## src/rtl/imm_extend_unit.sv

```systemverilog
// Immediate extension unit: SIGN/ZERO/UPPER/BRANCH extension behind a 2-entry
// skid buffer. Define IMMX_COUNT_EN to add the 16-bit xfer_count output.
module imm_extend_unit #(
  parameter int IN_W  = 16,
  parameter int OUT_W = 32
) (
  input  logic             clk,
  input  logic             rst,
  input  logic             in_valid,
  output logic             in_ready,
  input  logic [IN_W-1:0]  imm,
  input  logic [1:0]       mode,
  output logic             out_valid,
  input  logic             out_ready,
  output logic [OUT_W-1:0] ext_imm,
  output logic             out_neg
`ifdef IMMX_COUNT_EN
  ,
  output logic [15:0]      xfer_count
`endif
);

  localparam int EXT_W = OUT_W - IN_W;

  typedef enum logic [1:0] {
    ST_EMPTY = 2'b00,
    ST_ONE   = 2'b01,
    ST_FULL  = 2'b10
  } state_t;

  state_t             state_r;
  logic               in_ready_r;
  logic               out_valid_r;
  logic               out_neg_r;
  logic               skid_neg_r;
  logic [OUT_W-1:0]   oreg_r;
  logic [OUT_W-1:0]   skid_r;
  logic [OUT_W-1:0]   ext_s;
  logic               accept_s;
  logic               deliver_s;

  function automatic logic [OUT_W-1:0] extend(input logic [IN_W-1:0] raw,
                                               input logic [1:0] m);
    logic [OUT_W-1:0] sext;
    sext = {{EXT_W{raw[IN_W-1]}}, raw};
    case (m)
      2'b00:   extend = sext;
      2'b01:   extend = {{EXT_W{1'b0}}, raw};
      2'b10:   extend = {raw, {EXT_W{1'b0}}};
      2'b11:   extend = {sext[OUT_W-3:0], 2'b00};
      default: extend = sext;
    endcase
  endfunction

  assign accept_s  = in_valid && in_ready_r;
  assign deliver_s = out_valid_r && out_ready;
  assign ext_s     = extend(imm, mode);

  assign in_ready  = in_ready_r;
  assign out_valid = out_valid_r;
  assign ext_imm   = oreg_r;
  assign out_neg   = out_neg_r;

  // Buffer FSM; in_ready is precomputed from the next state so it never sees out_ready.
  always_ff @(posedge clk or posedge rst) begin
    if (rst) begin
      state_r     <= ST_EMPTY;
      in_ready_r  <= 1'b0;
      out_valid_r <= 1'b0;
      out_neg_r   <= 1'b0;
      skid_neg_r  <= 1'b0;
      oreg_r      <= {OUT_W{1'b0}};
      skid_r      <= {OUT_W{1'b0}};
    end else begin
      case (state_r)
        ST_EMPTY: begin
          in_ready_r <= 1'b1;
          if (accept_s) begin
            oreg_r      <= ext_s;
            out_neg_r   <= imm[IN_W-1];
            out_valid_r <= 1'b1;
            state_r     <= ST_ONE;
          end
        end
        ST_ONE: begin
          in_ready_r <= 1'b1;
          if (accept_s && !deliver_s) begin
            skid_r     <= ext_s;
            skid_neg_r <= imm[IN_W-1];
            in_ready_r <= 1'b0;
            state_r    <= ST_FULL;
          end else if (accept_s && deliver_s) begin
            oreg_r    <= ext_s;
            out_neg_r <= imm[IN_W-1];
          end else if (deliver_s) begin
            out_valid_r <= 1'b0;
            state_r     <= ST_EMPTY;
          end
        end
        ST_FULL: begin
          if (deliver_s) begin
            oreg_r     <= skid_r;
            out_neg_r  <= skid_neg_r;
            in_ready_r <= 1'b1;
            state_r    <= ST_ONE;
          end else begin
            in_ready_r <= 1'b0;
          end
        end
        default: begin
          state_r     <= ST_EMPTY;
          in_ready_r  <= 1'b1;
          out_valid_r <= 1'b0;
        end
      endcase
    end
  end

`ifdef IMMX_COUNT_EN
  logic [15:0] xfer_count_r;

  // Delivered-transfer counter, wraps naturally at 16 bits.
  always_ff @(posedge clk or posedge rst) begin
    if (rst) begin
      xfer_count_r <= 16'd0;
    end else if (deliver_s) begin
      xfer_count_r <= xfer_count_r + 16'd1;
    end
  end

  assign xfer_count = xfer_count_r;
`endif

endmodule

```

## config.mk

```make
export PLATFORM = sky130hd
export DESIGN_NAME = imm_extend_unit
export DESIGN_NICKNAME = d
export VERILOG_FILES = /design/src/rtl/imm_extend_unit.sv
export SDC_FILE = /design/constraint.sdc
export NUM_CORES = 1
export LEC_CHECK = 0
export CORE_MARGIN = 2
export CORE_UTILIZATION = 40
export CTS_CLUSTER_SIZE = 24
export DETAILED_ROUTE_END_ITERATION = 8
export DONT_BUFFER_PORTS = 1
export SLEW_MARGIN = 20
export SYNTH_ARGS = -nofsm -noshare
export SYNTH_HDL_FRONTEND = slang
export SYNTH_SLANG_ARGS = --single-unit
```

## constraint.sdc

```tcl
create_clock -name clk -period 2.54 [get_ports clk]
set_input_delay 0.254 -clock clk [delete_from_list [all_inputs] [get_ports clk]]
set_output_delay 0.254 -clock clk [all_outputs]
set_load 0.02 [all_outputs]
```

== After elaboration in Yosys (flattened, before gate mapping) ==
Index checks and enable logic that the tools add are counted.
Storage, ports and cells
  register bits: 70
  word-level logic and storage cells: 58
  input port bits: 22
  output and inout bits: 35
Operators by class
  bitwise gates (word level): 1
  muxes and demuxes: 25
  reductions and logical operators: 12
  eq/ne operators: 13
Operators by type and width (number)
  2-to-1 mux 32 bit: 4
  case mux 32 bit (4 select lines): 1
  case mux 32 bit (3 select lines): 1
  inequality test 2 bit, second input constant: 6
  2-to-1 mux 1 bit: 10
  2-to-1 mux 2 bit: 5
  AND reduction 5 bit: 2
  == test 2 bit, second input constant: 3
  inequality test 3 bit, second input constant: 2
  case mux 1 bit (3 select lines): 2
  case mux 2 bit (3 select lines): 1
  == test 2 x 1 -> 1 bit, second input constant: 2
  logical AND 1 bit: 4
  zero test 2 bit: 2
  AND reduction 4 bit: 1
  nonzero test 3 bit: 1
  case mux 1 bit (2 select lines): 1
  AND reduction 2 bit: 1
  zero test 1 bit: 1
  NOT 1 bit: 1

== Logic depth before layout (Yosys ltp) ==
  depth after elaboration: 5
  mapped depth: 8
  gate-level depth less buffers: 6

== Worst setup path after synthesis ==
No wires, ideal clock.
  path kind: reg2reg
  start: register state_r[0]
  end: register oreg_r[10] (netlist: ext_imm[10])
  clock period less this slack: 1812 ps
  required time: 2415 ps
  library setup time: 125 ps
  data arrival time: 1686 ps
  path buffers: 1
  cell stages (with the launch flop): 7
  setup slack: 728 ps
  cells stage by stage: dfrtp_1 inv_1 ha_1 a21boi_0 a2111o_1 buf_6 mux2_4
On the way
  cells in the longest elaborated chain, start to end: 3
  elaborated cells on any way between the ends: 10
  those cells by class: eq/ne (6); mux (1); reduce/logical (3)
Ends and longest elaborated chain
  from (decl): line 31  | state_t state_r;
  from (signal assigned): line 67  | state_r <= ST_EMPTY;
  from (signal assigned): line 82  | state_r <= ST_ONE;
  from (signal assigned): line 91  | state_r <= ST_FULL;
  == test 2 x 1 -> 1 bit (tied with other cells): line 75  | case (state_r)
  inequality test 2 bit (no line) or nonzero test 3 bit (tied branches)
  AND reduction 5 bit (no line)
  to (signal assigned): line 72  | oreg_r <= {OUT_W{1'b0}};
  to (signal assigned): line 79  | oreg_r <= ext_s;
  to (signal assigned): line 93  | oreg_r <= ext_s;
  to (decl): line 36  | logic [OUT_W-1:0] oreg_r;
Several ways; a longest one is shown, not always the timed one.
A chain may end at the register's enable or synchronous reset.

== Final worst setup path ==
  start: register state_r[0]
  end: register oreg_r[3] (netlist: ext_imm[3])
The elaborated chain is that of the path after synthesis.

==> impl.org <==
** Synthesis
- Sequential cells were found to cover between 50% and 60% of the synthesized design area.
- Library cell occupying the most area in the post-synthesis netlist :: sky130_fd_sc_hd__dfrtp_1
- Count of state elements after synthesis :: 70
- Syn. warnings :: 0
- Mapped cell area :: between 3000 and 4000 um2
- A synthesized cell averages 9.152 um2.
- Post-Syn Nets :: 398
- Area contributors post-synth :: sky130_fd_sc_hd__dfrtp_1 (51%), sky130_fd_sc_hd__o21ai_0 (10%), sky130_fd_sc_hd__nand2_1 (9.2%)
- Yosys mapped the design onto 30 distinct sky130hd cell types.
- Summed over its instances, the top area cell type makes up 51.45% of the synthesized netlist area.
- Cells after synthesis :: between 300 and 400

** Detailed routing
- In the final routing, the length of wire on met1 measures 3316 um.
- After detailed routing, no signal wire sits above met4.
- Wire length on met2 :: 3450 um
- In the final routed layout, each cell accounts on average for around 16 um.
- The detailed router finished its first iteration with between 150 and 200 violations.
- WL final :: 7474 um
- Number of vias in the routed layout :: 2516
- For this run, the detailed router's first-pass iteration total came to 4.
- DRC :: 0
- The routed design uses 625 um of met3 wire.
- After detailed routing, the number of vias per cell comes to 5.331.
- Post-detailed-route count of antenna-violating nets :: 0

** Global route
- The first global-routing pass estimated around 12000 um of wire.
- Summed over all layers, the global routing overflow is 0.
- Number of antenna violations at the first check in global routing :: 0
- The number of global-route vias before repair was 2401.
- Global routing consumed, over all layers together, 17.32% of the routing resources.
- Pin count of the biggest net entering global routing :: 44

** Timing
- Upper clock frequency limit :: between 400 and 500 MHz
- In the final timing run, aggregate negative setup slack is 0 ps.
- Setup violations remaining at the end of the flow were counted as 0.
- Fin crit share :: 87.71%
- Unrepaired setup endpoints after global routing :: no
- At the pin with the least slew margin, the transition time is 879.9 ps.
- The final count of pins violating max slew was 0.
- Final hold violation count :: 0
- Subtracting the final worst setup slack from the clock period gives between 2000 and 2500 ps.
- Measured against its own limit, the worst slew margin works out to 41.34%.
- Clock Skews :: 11.36 ps

** Finish
- Final-stage net count :: 388
- Share of final-layout standard cells stronger than drive strength 1 :: 10.90%
- Relative to the synthesized area, the layout overhead comes to 9.813%.
- Final non-filler cell total :: 472
- The filler cells instantiated in the layout total 790.
- Inserted Diodes :: 0

** Floorplanning
- IO Count :: 57
- The initialized floorplan defines 33 standard-cell rows.
- Initial core utilization :: 41.43%
- After floorplanning, the core was sized to cover 8217 um2.
- Die area :: 9265 um2
- Die extent in x :: 96.26 um
- Die height :: 96.26 um

** Setup path
- Critical path data required time :: 2760 ps
- STA classifies the critical path endpoint as a flop.
- Arrival time at the worst endpoint :: 2450 ps
- Critical path startpoint category :: flop
- CP max FO :: 43
- The worst setup path is of the flop to flop kind.

** CTS
- Setup bufs post-CTS :: 0
- Clock-pin slew was measured on the worst setup and hold paths at roughly 70 ps.
- In this run the number of H-tree levels came out at 3.
- Clock tree from TritonCTS :: built
- TritonCTS Buffers :: 9
- The root buffer cell chosen for the clock tree is sky130_fd_sc_hd__clkbuf_8.
- Clock net sink count :: 70
- In this run the deepest clock path goes through 2 buffers.
- Once the clock tree was built, the resizer swapped 0 gates to a different size.
- Insertion delay of the later-clocked pin in the worst-skew pair :: approximately 350 ps

** Pwr
- IR analysis of the VDD net gives a maximum drop of 692.4 uV.
- Power per standard cell area :: 1267 nW/um2
- For this design the static power due to leakage is 1.658 nW.

** Hold path
- The tightest min-delay check is of the input pin to flop type.

** Placed design
- Including well taps, the total number of placed cells is between 400 and 500.
- Input and output buffers added on the ports amount to 0.
- Post-detailed-placement half-perimeter wirelength :: 5135 um
- Routability-driven placement finished with a final weighted congestion of about 0.79.

** Run
- Max Cap Viol :: 0

** Outcome
- The flow ran to the end, and the final reports show no timing, DRC or antenna violations.
worst paths after layout:
kind	from	end	slack, ps	cells after the start
min in group asynchronous	rst	ext_imm[29]	460	2
max in group asynchronous	rst	skid_r[0]	1430	3
worst max-delay path	state_r[0]	ext_imm[3]	310	5
worst min-delay path	imm[15]	skid_neg_r	60	1
worst min register to register	skid_r[7]	skid_r[7]	480	2
worst max register to register	state_r[0]	ext_imm[3]	310	5
registers in the layout, indices dropped and copies added (netlist names):
| name | cells |
|---|---|
| out_valid | 1 |
| out_neg | 1 |
| state_r | 2 |
| skid_neg_r | 1 |
| ext_imm | 32 |
| skid_r | 32 |
| in_ready | 1 |
placed cells by master, fill, tap and decap left out, drive strengths merged, types with 2 or more instances in the layout:
cell type / Yosys / layout
o21ai: 68 / 68
nor2b: 13 / 13
a21boi: 4 / 4
a31oi: 2 / 2
bufinv: 0 / 4
inv: 5 / 5
a21oi: 29 / 29
ha: 4 / 4
nand4: 2 / 2
buf: 11 / 7
o22ai: 15 / 15
nand2b: 3 / 3
nand2: 83 / 83
dfrtp: 70 / 70
or2: 2 / 2
mux2: 20 / 20
nor2: 17 / 17
clkbuf: 18 / 10
what timing repair did:
action	CTS	global route
hold buffers	1	0
setup endpoints to repair	0	0
endpoints found under the hold margin	30	0
cells in the mapped netlist, drive strengths merged:
library cell and instances:
xnor2 1, a2111o 1, a21boi 4, and2 1, and3 1, buf 11, a211o 1, nand2b 3
o22ai 15, nand4 2, ha 4, inv 5, nor2 17, o21ai 68, nand2 83, or2 2
a21oi 29, nor2b 13, mux2 20, mux2i 1, a31oi 2, dfrtp 70, clkbuf 18
cells by family after synthesis:
group / share of synthesized area, %
fa+ha+maj: 1.470
compound gates: 18.85
xor+xnor: 0.2573
mux: 8.122
buf+inv: 4.777
flops: 51.45
simple gates: 15.07
power breakdown:
| group | switching (W) | leakage (nW) | internal (W) |
|---|---|---|---|
| logic | 0.000700 | 0.636 | 0.000606 |
| registers | 0.000608 | 0.890 | 0.00162 |
| clock network | 0.000427 | 0.132 | 0.000777 |
layout make-up:
class                           instances  area, um2  area share (%)
Clock buffer                           10      137.6           3.681
Tap cell                              105      131.4           3.514
Inverter                                5      18.77          0.5020
Timing Repair Buffer                    8      75.07           2.008
Multi-Input combinational cell        268       1491           39.89
Clock inverter                          6      132.6           3.548
Sequential cell                        70       1752           46.85
metrics by stage:
step           utilization [%]  hold slack, ps  cell area (um2)  total power [W]  worst slack (ps)
2_1_floorplan                -           404.6             3405         0.003322             517.8
3_3_place_gp             42.09           271.0             3458         0.003519             373.2
3_5_place_dp             42.09           282.5             3458         0.003588             301.1
4_1_cts                  45.50           46.58             3739         0.004802             290.1
5_1_grt                  45.50           46.31             3739         0.005065             190.7
6_report                 45.50           58.68             3739         0.004737             312.2
layer usage:
| metal | track usage [%] | up-vias |
|---|---|---|
| met5 | 0 | - |
| met4 | 5.714 | 0 |
| met3 | 6.421 | 8 |
| met2 | 26.74 | 73 |
| met1 | 22.47 | 1193 |
| li1 | - | 1242 |
critical path, stage by stage, from the launching register on:
cell and delay (ps):
sky130_fd_sc_hd__dfrtp_1 390, sky130_fd_sc_hd__inv_1 80, sky130_fd_sc_hd__ha_1 210, sky130_fd_sc_hd__a21boi_0 140, sky130_fd_sc_hd__a2111o_2 840, sky130_fd_sc_hd__mux2_1 440
Note: power is estimated with default switching activity, not from simulation.
